$ cat src/rtl/uart_pkg.sv
// Shared UART definitions: FSM encoding, oversampling constant and the
// default parameter set used by both the TX and RX paths.
package uart_pkg;

    // Ticks per bit cell on the line (16x oversampling)
    localparam int OVERSAMPLE = 16;

    // Defaults for a 100 MHz clock at 9600 baud, 8N1
    localparam int DEF_DBITS    = 8;
    localparam int DEF_SB_TICK  = 16;
    localparam int DEF_BR_LIMIT = 651;
    localparam int DEF_BR_BITS  = 10;
    localparam int DEF_FIFO_EXP = 8;

    typedef enum logic [1:0] {
        ST_IDLE  = 2'd0,
        ST_START = 2'd1,
        ST_DATA  = 2'd2,
        ST_STOP  = 2'd3
    } tx_state_t;

    // Bits needed to hold any value in 0..max_val (at least one bit)
    function automatic int cnt_width(input int max_val);
        return (max_val < 1) ? 1 : $clog2(max_val + 1);
    endfunction

endpackage

$ cat src/rtl/uart_fifo.sv
// First-word-fall-through FIFO with count-based full/empty flags.
// The head word is always visible on rd_data while empty is low.
module uart_fifo
    import uart_pkg::*;
#(
    parameter int DBITS    = DEF_DBITS,
    parameter int FIFO_EXP = DEF_FIFO_EXP
) (
    input  logic             clk,
    input  logic             rst_n,
    input  logic             wr_en,
    input  logic [DBITS-1:0] wr_data,
    input  logic             rd_en,
    output logic [DBITS-1:0] rd_data,
    output logic             full,
    output logic             empty
);

    localparam int DEPTH = 2 ** FIFO_EXP;

    logic [DBITS-1:0]    mem [DEPTH];
    logic [FIFO_EXP-1:0] wr_ptr;
    logic [FIFO_EXP-1:0] rd_ptr;
    logic [FIFO_EXP:0]   count;
    logic                do_wr;
    logic                do_rd;

    // A pop on an empty FIFO is ignored; a push while full only lands when
    // a pop frees the head slot in the same cycle.
    always_comb begin
        do_rd = rd_en && (count != '0);
        do_wr = wr_en && ((count != (FIFO_EXP+1)'(DEPTH)) || do_rd);
    end

    // Storage array, written at the tail; no reset needed on the data
    always_ff @(posedge clk) begin
        if (do_wr) begin
            mem[wr_ptr] <= wr_data;
        end
    end

    // Pointers wrap naturally at 2^FIFO_EXP; count tracks occupancy
    always_ff @(posedge clk or negedge rst_n) begin
        if (!rst_n) begin
            wr_ptr <= '0;
            rd_ptr <= '0;
            count  <= '0;
        end else begin
            if (do_wr) begin
                wr_ptr <= wr_ptr + FIFO_EXP'(1);
            end
            if (do_rd) begin
                rd_ptr <= rd_ptr + FIFO_EXP'(1);
            end
            case ({do_wr, do_rd})
                2'b10:   count <= count + (FIFO_EXP+1)'(1);
                2'b01:   count <= count - (FIFO_EXP+1)'(1);
                default: count <= count;
            endcase
        end
    end

    assign rd_data = mem[rd_ptr];
    assign full    = (count == (FIFO_EXP+1)'(DEPTH));
    assign empty   = (count == '0);

endmodule

$ cat src/rtl/uart_tx_engine.sv
// UART transmitter: buffers words in a FIFO and serialises each one as
// start bit, DBITS data bits LSB-first, then a stop period, on tx.
//
// Handshake: wr_en is a one-cycle push strobe qualified only by tx_full
// (inverse ready). A push while tx_full is high is dropped without
// overwriting anything, unless the FSM pops in that same cycle. The FSM
// is the only consumer and pops the head word as it leaves IDLE.
module uart_tx_engine
    import uart_pkg::*;
#(
    parameter int DBITS    = DEF_DBITS,
    parameter int SB_TICK  = DEF_SB_TICK,
    parameter int BR_LIMIT = DEF_BR_LIMIT,
    parameter int BR_BITS  = DEF_BR_BITS,
    parameter int FIFO_EXP = DEF_FIFO_EXP
) (
    input  logic             clk_100MHz,
    input  logic             reset_btn_n,
    input  logic             wr_en,
    input  logic [DBITS-1:0] wr_data,
    output logic             tx_full,
    output logic             tx_empty,
    output logic             tx_busy,
    output logic             tx_done_tick,
    output logic             tx,
    output tx_state_t        fsm_state
);

    localparam int S_MAX = (SB_TICK > OVERSAMPLE) ? SB_TICK : OVERSAMPLE;
    localparam int S_W   = cnt_width(S_MAX - 1);
    localparam int N_W   = cnt_width(DBITS - 1);

    tx_state_t          state, state_next;
    logic [S_W-1:0]     s, s_next;
    logic [N_W-1:0]     n, n_next;
    logic [DBITS-1:0]   b, b_next;
    logic [BR_BITS-1:0] br_cnt;
    logic               tick;
    logic               fifo_rd;
    logic [DBITS-1:0]   fifo_rd_data;
    logic               tx_reg, tx_next;
    logic               done_reg, done_next;

    uart_fifo #(
        .DBITS    (DBITS),
        .FIFO_EXP (FIFO_EXP)
    ) u_fifo (
        .clk     (clk_100MHz),
        .rst_n   (reset_btn_n),
        .wr_en   (wr_en),
        .wr_data (wr_data),
        .rd_en   (fifo_rd),
        .rd_data (fifo_rd_data),
        .full    (tx_full),
        .empty   (tx_empty)
    );

    // Baud divider, held at zero in IDLE so each frame starts tick-aligned
    always_ff @(posedge clk_100MHz or negedge reset_btn_n) begin
        if (!reset_btn_n) begin
            br_cnt <= '0;
        end else if (state == ST_IDLE) begin
            br_cnt <= '0;
        end else if (tick) begin
            br_cnt <= '0;
        end else begin
            br_cnt <= br_cnt + BR_BITS'(1);
        end
    end

    assign tick = (br_cnt == BR_BITS'(BR_LIMIT - 1));

    // State register plus datapath registers; tx and the done pulse are
    // registered so the pin never glitches
    always_ff @(posedge clk_100MHz or negedge reset_btn_n) begin
        if (!reset_btn_n) begin
            state    <= ST_IDLE;
            s        <= '0;
            n        <= '0;
            b        <= '0;
            tx_reg   <= 1'b1;
            done_reg <= 1'b0;
        end else begin
            state    <= state_next;
            s        <= s_next;
            n        <= n_next;
            b        <= b_next;
            tx_reg   <= tx_next;
            done_reg <= done_next;
        end
    end

    // Next-state logic: tick counter s paces each bit cell, n counts data bits
    always_comb begin
        state_next = state;
        s_next     = s;
        n_next     = n;
        b_next     = b;
        fifo_rd    = 1'b0;
        case (state)
            ST_IDLE: begin
                if (!tx_empty) begin
                    fifo_rd    = 1'b1;
                    b_next     = fifo_rd_data;
                    s_next     = '0;
                    state_next = ST_START;
                end
            end
            ST_START: begin
                if (tick) begin
                    if (s == S_W'(OVERSAMPLE - 1)) begin
                        s_next     = '0;
                        n_next     = '0;
                        state_next = ST_DATA;
                    end else begin
                        s_next = s + S_W'(1);
                    end
                end
            end
            ST_DATA: begin
                if (tick) begin
                    if (s == S_W'(OVERSAMPLE - 1)) begin
                        s_next = '0;
                        b_next = b >> 1;
                        if (n == N_W'(DBITS - 1)) begin
                            state_next = ST_STOP;
                        end else begin
                            n_next = n + N_W'(1);
                        end
                    end else begin
                        s_next = s + S_W'(1);
                    end
                end
            end
            ST_STOP: begin
                if (tick) begin
                    if (s == S_W'(SB_TICK - 1)) begin
                        state_next = ST_IDLE;
                    end else begin
                        s_next = s + S_W'(1);
                    end
                end
            end
            default: begin
                state_next = ST_IDLE;
            end
        endcase
    end

    // Output logic: line level for the state being entered, and the done
    // pulse on the STOP -> IDLE transition
    always_comb begin
        tx_next   = 1'b1;
        done_next = (state == ST_STOP) && (state_next == ST_IDLE);
        case (state_next)
            ST_START: tx_next = 1'b0;
            ST_DATA:  tx_next = b_next[0];
            default:  tx_next = 1'b1;
        endcase
    end

    assign tx           = tx_reg;
    assign tx_done_tick = done_reg;
    assign tx_busy      = (state != ST_IDLE);
    assign fsm_state    = state;

endmodule

$ cat config.mk
export PLATFORM = sky130hd
export DESIGN_NAME = uart_tx_engine
export DESIGN_NICKNAME = d
export VERILOG_FILES = /design/src/rtl/uart_pkg.sv /design/src/rtl/uart_fifo.sv /design/src/rtl/uart_tx_engine.sv
export SDC_FILE = /design/constraint.sdc
export NUM_CORES = 2
export LEC_CHECK = 0
export ABC_AREA = 1
export BUFFER_PORTS_ARGS = -buffer_cell sky130_fd_sc_hd__buf_4
export CAP_MARGIN = 20
export CELL_PAD_IN_SITES_DETAIL_PLACEMENT = 0
export CELL_PAD_IN_SITES_GLOBAL_PLACEMENT = 2
export CORE_UTILIZATION = 45
export CTS_BUF_LIST = sky130_fd_sc_hd__clkbuf_4 sky130_fd_sc_hd__clkbuf_8
export DETAILED_ROUTE_END_ITERATION = 7
export PLACE_DENSITY_LB_ADDON = 0.1
export SYNTH_ARGS = -nofsm -noshare
export SYNTH_HDL_FRONTEND = slang
export SYNTH_SLANG_ARGS = --single-unit
$ cat constraint.sdc
create_clock -name clk_100MHz -period 3.5 [get_ports clk_100MHz]
set_clock_uncertainty 0.15 [all_clocks]
set_input_delay 0.525 -clock clk_100MHz [delete_from_list [all_inputs] [get_ports clk_100MHz]]
set_output_delay 0.525 -clock clk_100MHz [all_outputs]
set_load 0.005 [all_outputs]
==> flow_summary.toml <==
[outcome]
status = "complete, no violations"

[worst_setup_path]
slowest_delay_ps = 590
critPathBufInv = 6
start_kind = "flop"
path_cells = "nor2_1 > nand3_1 > nor4_2 > nand2_1 > inv_2 > nor2_4 > inv_2 > nand2_1 > nand2_4 > buf_12 > inv_2 > buf_12 > nand4_1 > buf_4 > nor2_1"
critical_path_class = "reg -> reg"
cp.required_ps = 4050
r2r_cells = 15
worstSetupEndpointType = "flop"
cp_top_family = "simple AND/OR/NAND/NOR gates"
reg2reg_to = "u_fifo.mem[217][0]"
cp.arrival_ps = 3870
reg2reg_slack_ps = 170
critPathMostFrequentCell = "inv_2"
critPathSlowestCell = "nor2_1"
reg2reg_from = "u_fifo.count[6]"
critical_path_peak_fanout = 14

[clocking]
post-cts-setup-buffer-count = 0
cts_tree = "built"
clkTransAtPathRegs_ps = 60
clk_latency_ps = 1080
cts-root-buf = "clkbuf_8"
cts.sinks = 2102
h-tree-depth = 5
cts_max_path_buffers = 4
numCtsBuffers = 364

[synth]
syn_inst = 6817
synth_top_family_by_area = "simple AND/OR/NAND/NOR gates"
yosysTopAreaCell = "edfxtp_1"
synth_area_mm2 = 0.0851
syn_nets = 6846
yosysTopAreaCellShare_pct = 72.2
synthXorXnorAreaFrac_pct = 0.278
yosys-top-cells-area = "edfxtp_1, nor2_1, o21ai_0"
synth_flop_cell = "edfxtp_1"
syn_area_per_cell_um2 = 12.5
yosysUniqueCellTypes = 44
synth_compound_area_share_pct = 10.5
synth_fa_ha_area_share_pct = 0.265
synth_edf_count = 2048
synthMuxAreaShare_pct = 0.0132
async_flop_share_pct = 2.57
synth-seq-cells = 2102
synth_seq_area_share_pct = 73.8
yosys.area_share.simple_pct = 11.6
yosys_warnings = 0

[global_route]
first_global_vias = 54800
grt-ovfl-total = 0
antenna_found_initial = 7
grt_pass1_wl_um = 379000
grt_max_degree = 115
grt_usage_pct = 27.0

[sta]
worstMarginPinSlew_ps = 1070
hold_violations = 0
fmax_ghz = 0.300
period_needed_ps = 3330
relSlewSlack_pct = 28.7
setup_viol = 0
maxSlewViolCount = 0
setup_ws_ps = 171
setup_total_negative_slack_ps = 0
rsz0062_at_grt = "true"
period_share_pct = 95.1

[power_and_ir_drop]
p_leak_nw = 31.4
power_density_mw_per_mm2 = 538
irDropWorstVdd_mv = 0.397

[drt]
dr.pass1.iters = 5
ant_nets = 0
via_per_inst = 5.70
avgRoutedWirePerCell_um = 26.6
drcViolationCount = 0
vias = 55900
wl_um = 260000
drt_iter0_markers = 5288

[cells_and_area]
final_area_mm2 = 0.0965
largest_register = "u_fifo.mem"
syn_to_final_growth_pct = 13.3
finalNonFillerCells = 9801
utilization_pct = 51.4
drive_gt1_share_pct = 12.7
finish.net_count = 7072
reg_top3 = "u_fifo.mem: 2048 flops, br_cnt: 10 flops, u_fifo.count: 9 flops"
largest_reg_flops = 2048

[place]
place_area_mm2 = 0.0895
dpl_worst_slack_ps = 94.6
io_buffers = 17
gp_congestion = 0.847
place_inst = 9159
dp_hpwl_um = 157000

[hold_path]
hp-class = "in -> reg"
min-delay-start = "wr_data[0]"
holdPathStages = 2
hold_end = "u_fifo.mem[20][0]"

[floorplan]
core-area_mm2 = 0.188
die_area_mm2 = 0.191
die_y_um = 437
start_util_pct = 45.3
dieWidth_um = 437
row_count = 159
io_pins = 18

[job]
drv_cap = 0
## logic make-up (layout without fill, tap and decap cells)
logic type | after synthesis | in the layout
fa+ha+maj | 18 | 18
compound gates | 1595 | 1595
other cells | 0 | 5
mux | 1 | 1
flops | 2102 | 2102
xor+xnor | 27 | 27
buf+inv | 628 | 1112
simple gates | 2446 | 2446
## synthesized netlist by cell type (2+ instances only)
library cell and n:
buf_6 37, xnor2_1 5, nand3_1 347, o21ai_1 47, nor4_1 4, nor2_4 2, nand4_1 11, nand3_4 3
o21ai_0 948, o221ai_1 60, or2_2 7, clkbuf_1 259, nor2_1 1456, buf_8 3, nand2_1 593, edfxtp_1 2048
o211ai_1 173, buf_4 42, a21oi_1 111, inv_1 149, dfrtp_1 53, inv_2 5, buf_1 15, o22ai_1 245
xor2_1 22, buf_2 112, nor3_1 10, nand4_4 5, clkinv_1 5, ha_1 18, nor3b_1 3, a22oi_1 7
## metal layers
metal | part of all wire [%] | GRT usage (%) | up-vias
met5 | 0.018 | 0 | -
met1 | 44 | 37.7 | 28300
li1 | - | - | 25300
met2 | 47 | 43.1 | 1897
met3 | 6.4 | 4.79 | 390
met4 | 2.6 | 8.22 | 2
## cells in the final DEF, fill, tap and decap left out, types with 4 or more instances in the layout
cell type,synthesis,routed
clkbuf_4,0,119
diode_2,0,5
nand2_1,593,592
dfrtp_1,53,49
nor2_2,1,19
xor2_1,22,21
nor2_4,2,4
or2_2,7,7
bufinv_16,0,6
nand4_1,11,11
nor2_1,1456,1436
ha_1,18,17
inv_2,5,4
dlygate4sd3_1,0,11
o221ai_1,60,60
a21oi_1,111,110
o211ai_1,173,173
clkinv_2,0,40
a22oi_1,7,7
clkinv_1,5,82
edfxtp_1,2048,2048
nand4_4,5,5
buf_8,3,8
inv_1,149,148
clkbuf_8,0,376
buf_4,42,218
nor3_1,10,9
nand3_1,347,344
o22ai_1,245,245
buf_6,37,5
o21ai_0,948,947
o21ai_1,47,48
xnor2_1,5,5
buf_12,0,85
## cell type report
| type | count | area (µm²) |
|---|---|---|
| Fill cell | 16500 | 91300 |
| Sequential cell | 2102 | 62900 |
| Multi-Input combinational cell | 4087 | 19400 |
| Clock buffer | 495 | 6070 |
| Timing Repair Buffer | 328 | 3650 |
| Tap cell | 2495 | 3120 |
| Clock inverter | 129 | 708 |
| Inverter | 160 | 647 |
| Antenna cell | 5 | 12.5 |
## worst max path at each step
stage | start | endpoint | slack (ps) | cells after the start
after global placement | u_fifo.count[6] | u_fifo.mem[198][4] | 70 | 15
after global routing | u_fifo.count[6] | u_fifo.count[8] | -50 | 19
after detailed placement | u_fifo.count[6] | u_fifo.mem[57][3] | 90 | 15
after CTS | u_fifo.count[6] | u_fifo.mem[89][3] | 80 | 15
final | u_fifo.count[6] | u_fifo.mem[217][0] | 170 | 15
after floorplan | fsm_state[0] | u_fifo.count[6] | 420 | 19
## report_power, final
group / leakage [nW] / switching [W] / internal (W) / total [W]
combinational: 8.70 / 0.00182 / 0.000465 / 0.00229
clock: 3.62 / 0.00987 / 0.0116 / 0.0215
sequential: 19.1 / 0.000175 / 0.0279 / 0.0281
## metrics by stage
stage	power [W]	hold WS (ps)
final	0.0519	318
after global routing	0.0535	292
after CTS	0.0522	235
after detailed placement	0.0309	331
after global placement	0.0309	321
after floorplan	0.0294	79.4
## repair_timing
action	in CTS	in global routing
endpoints found under the setup margin	0	122
hold endpoints to repair	942	0
hold buffers	12	0
resized for setup	0	23
(Power assumes the default switching activity.)
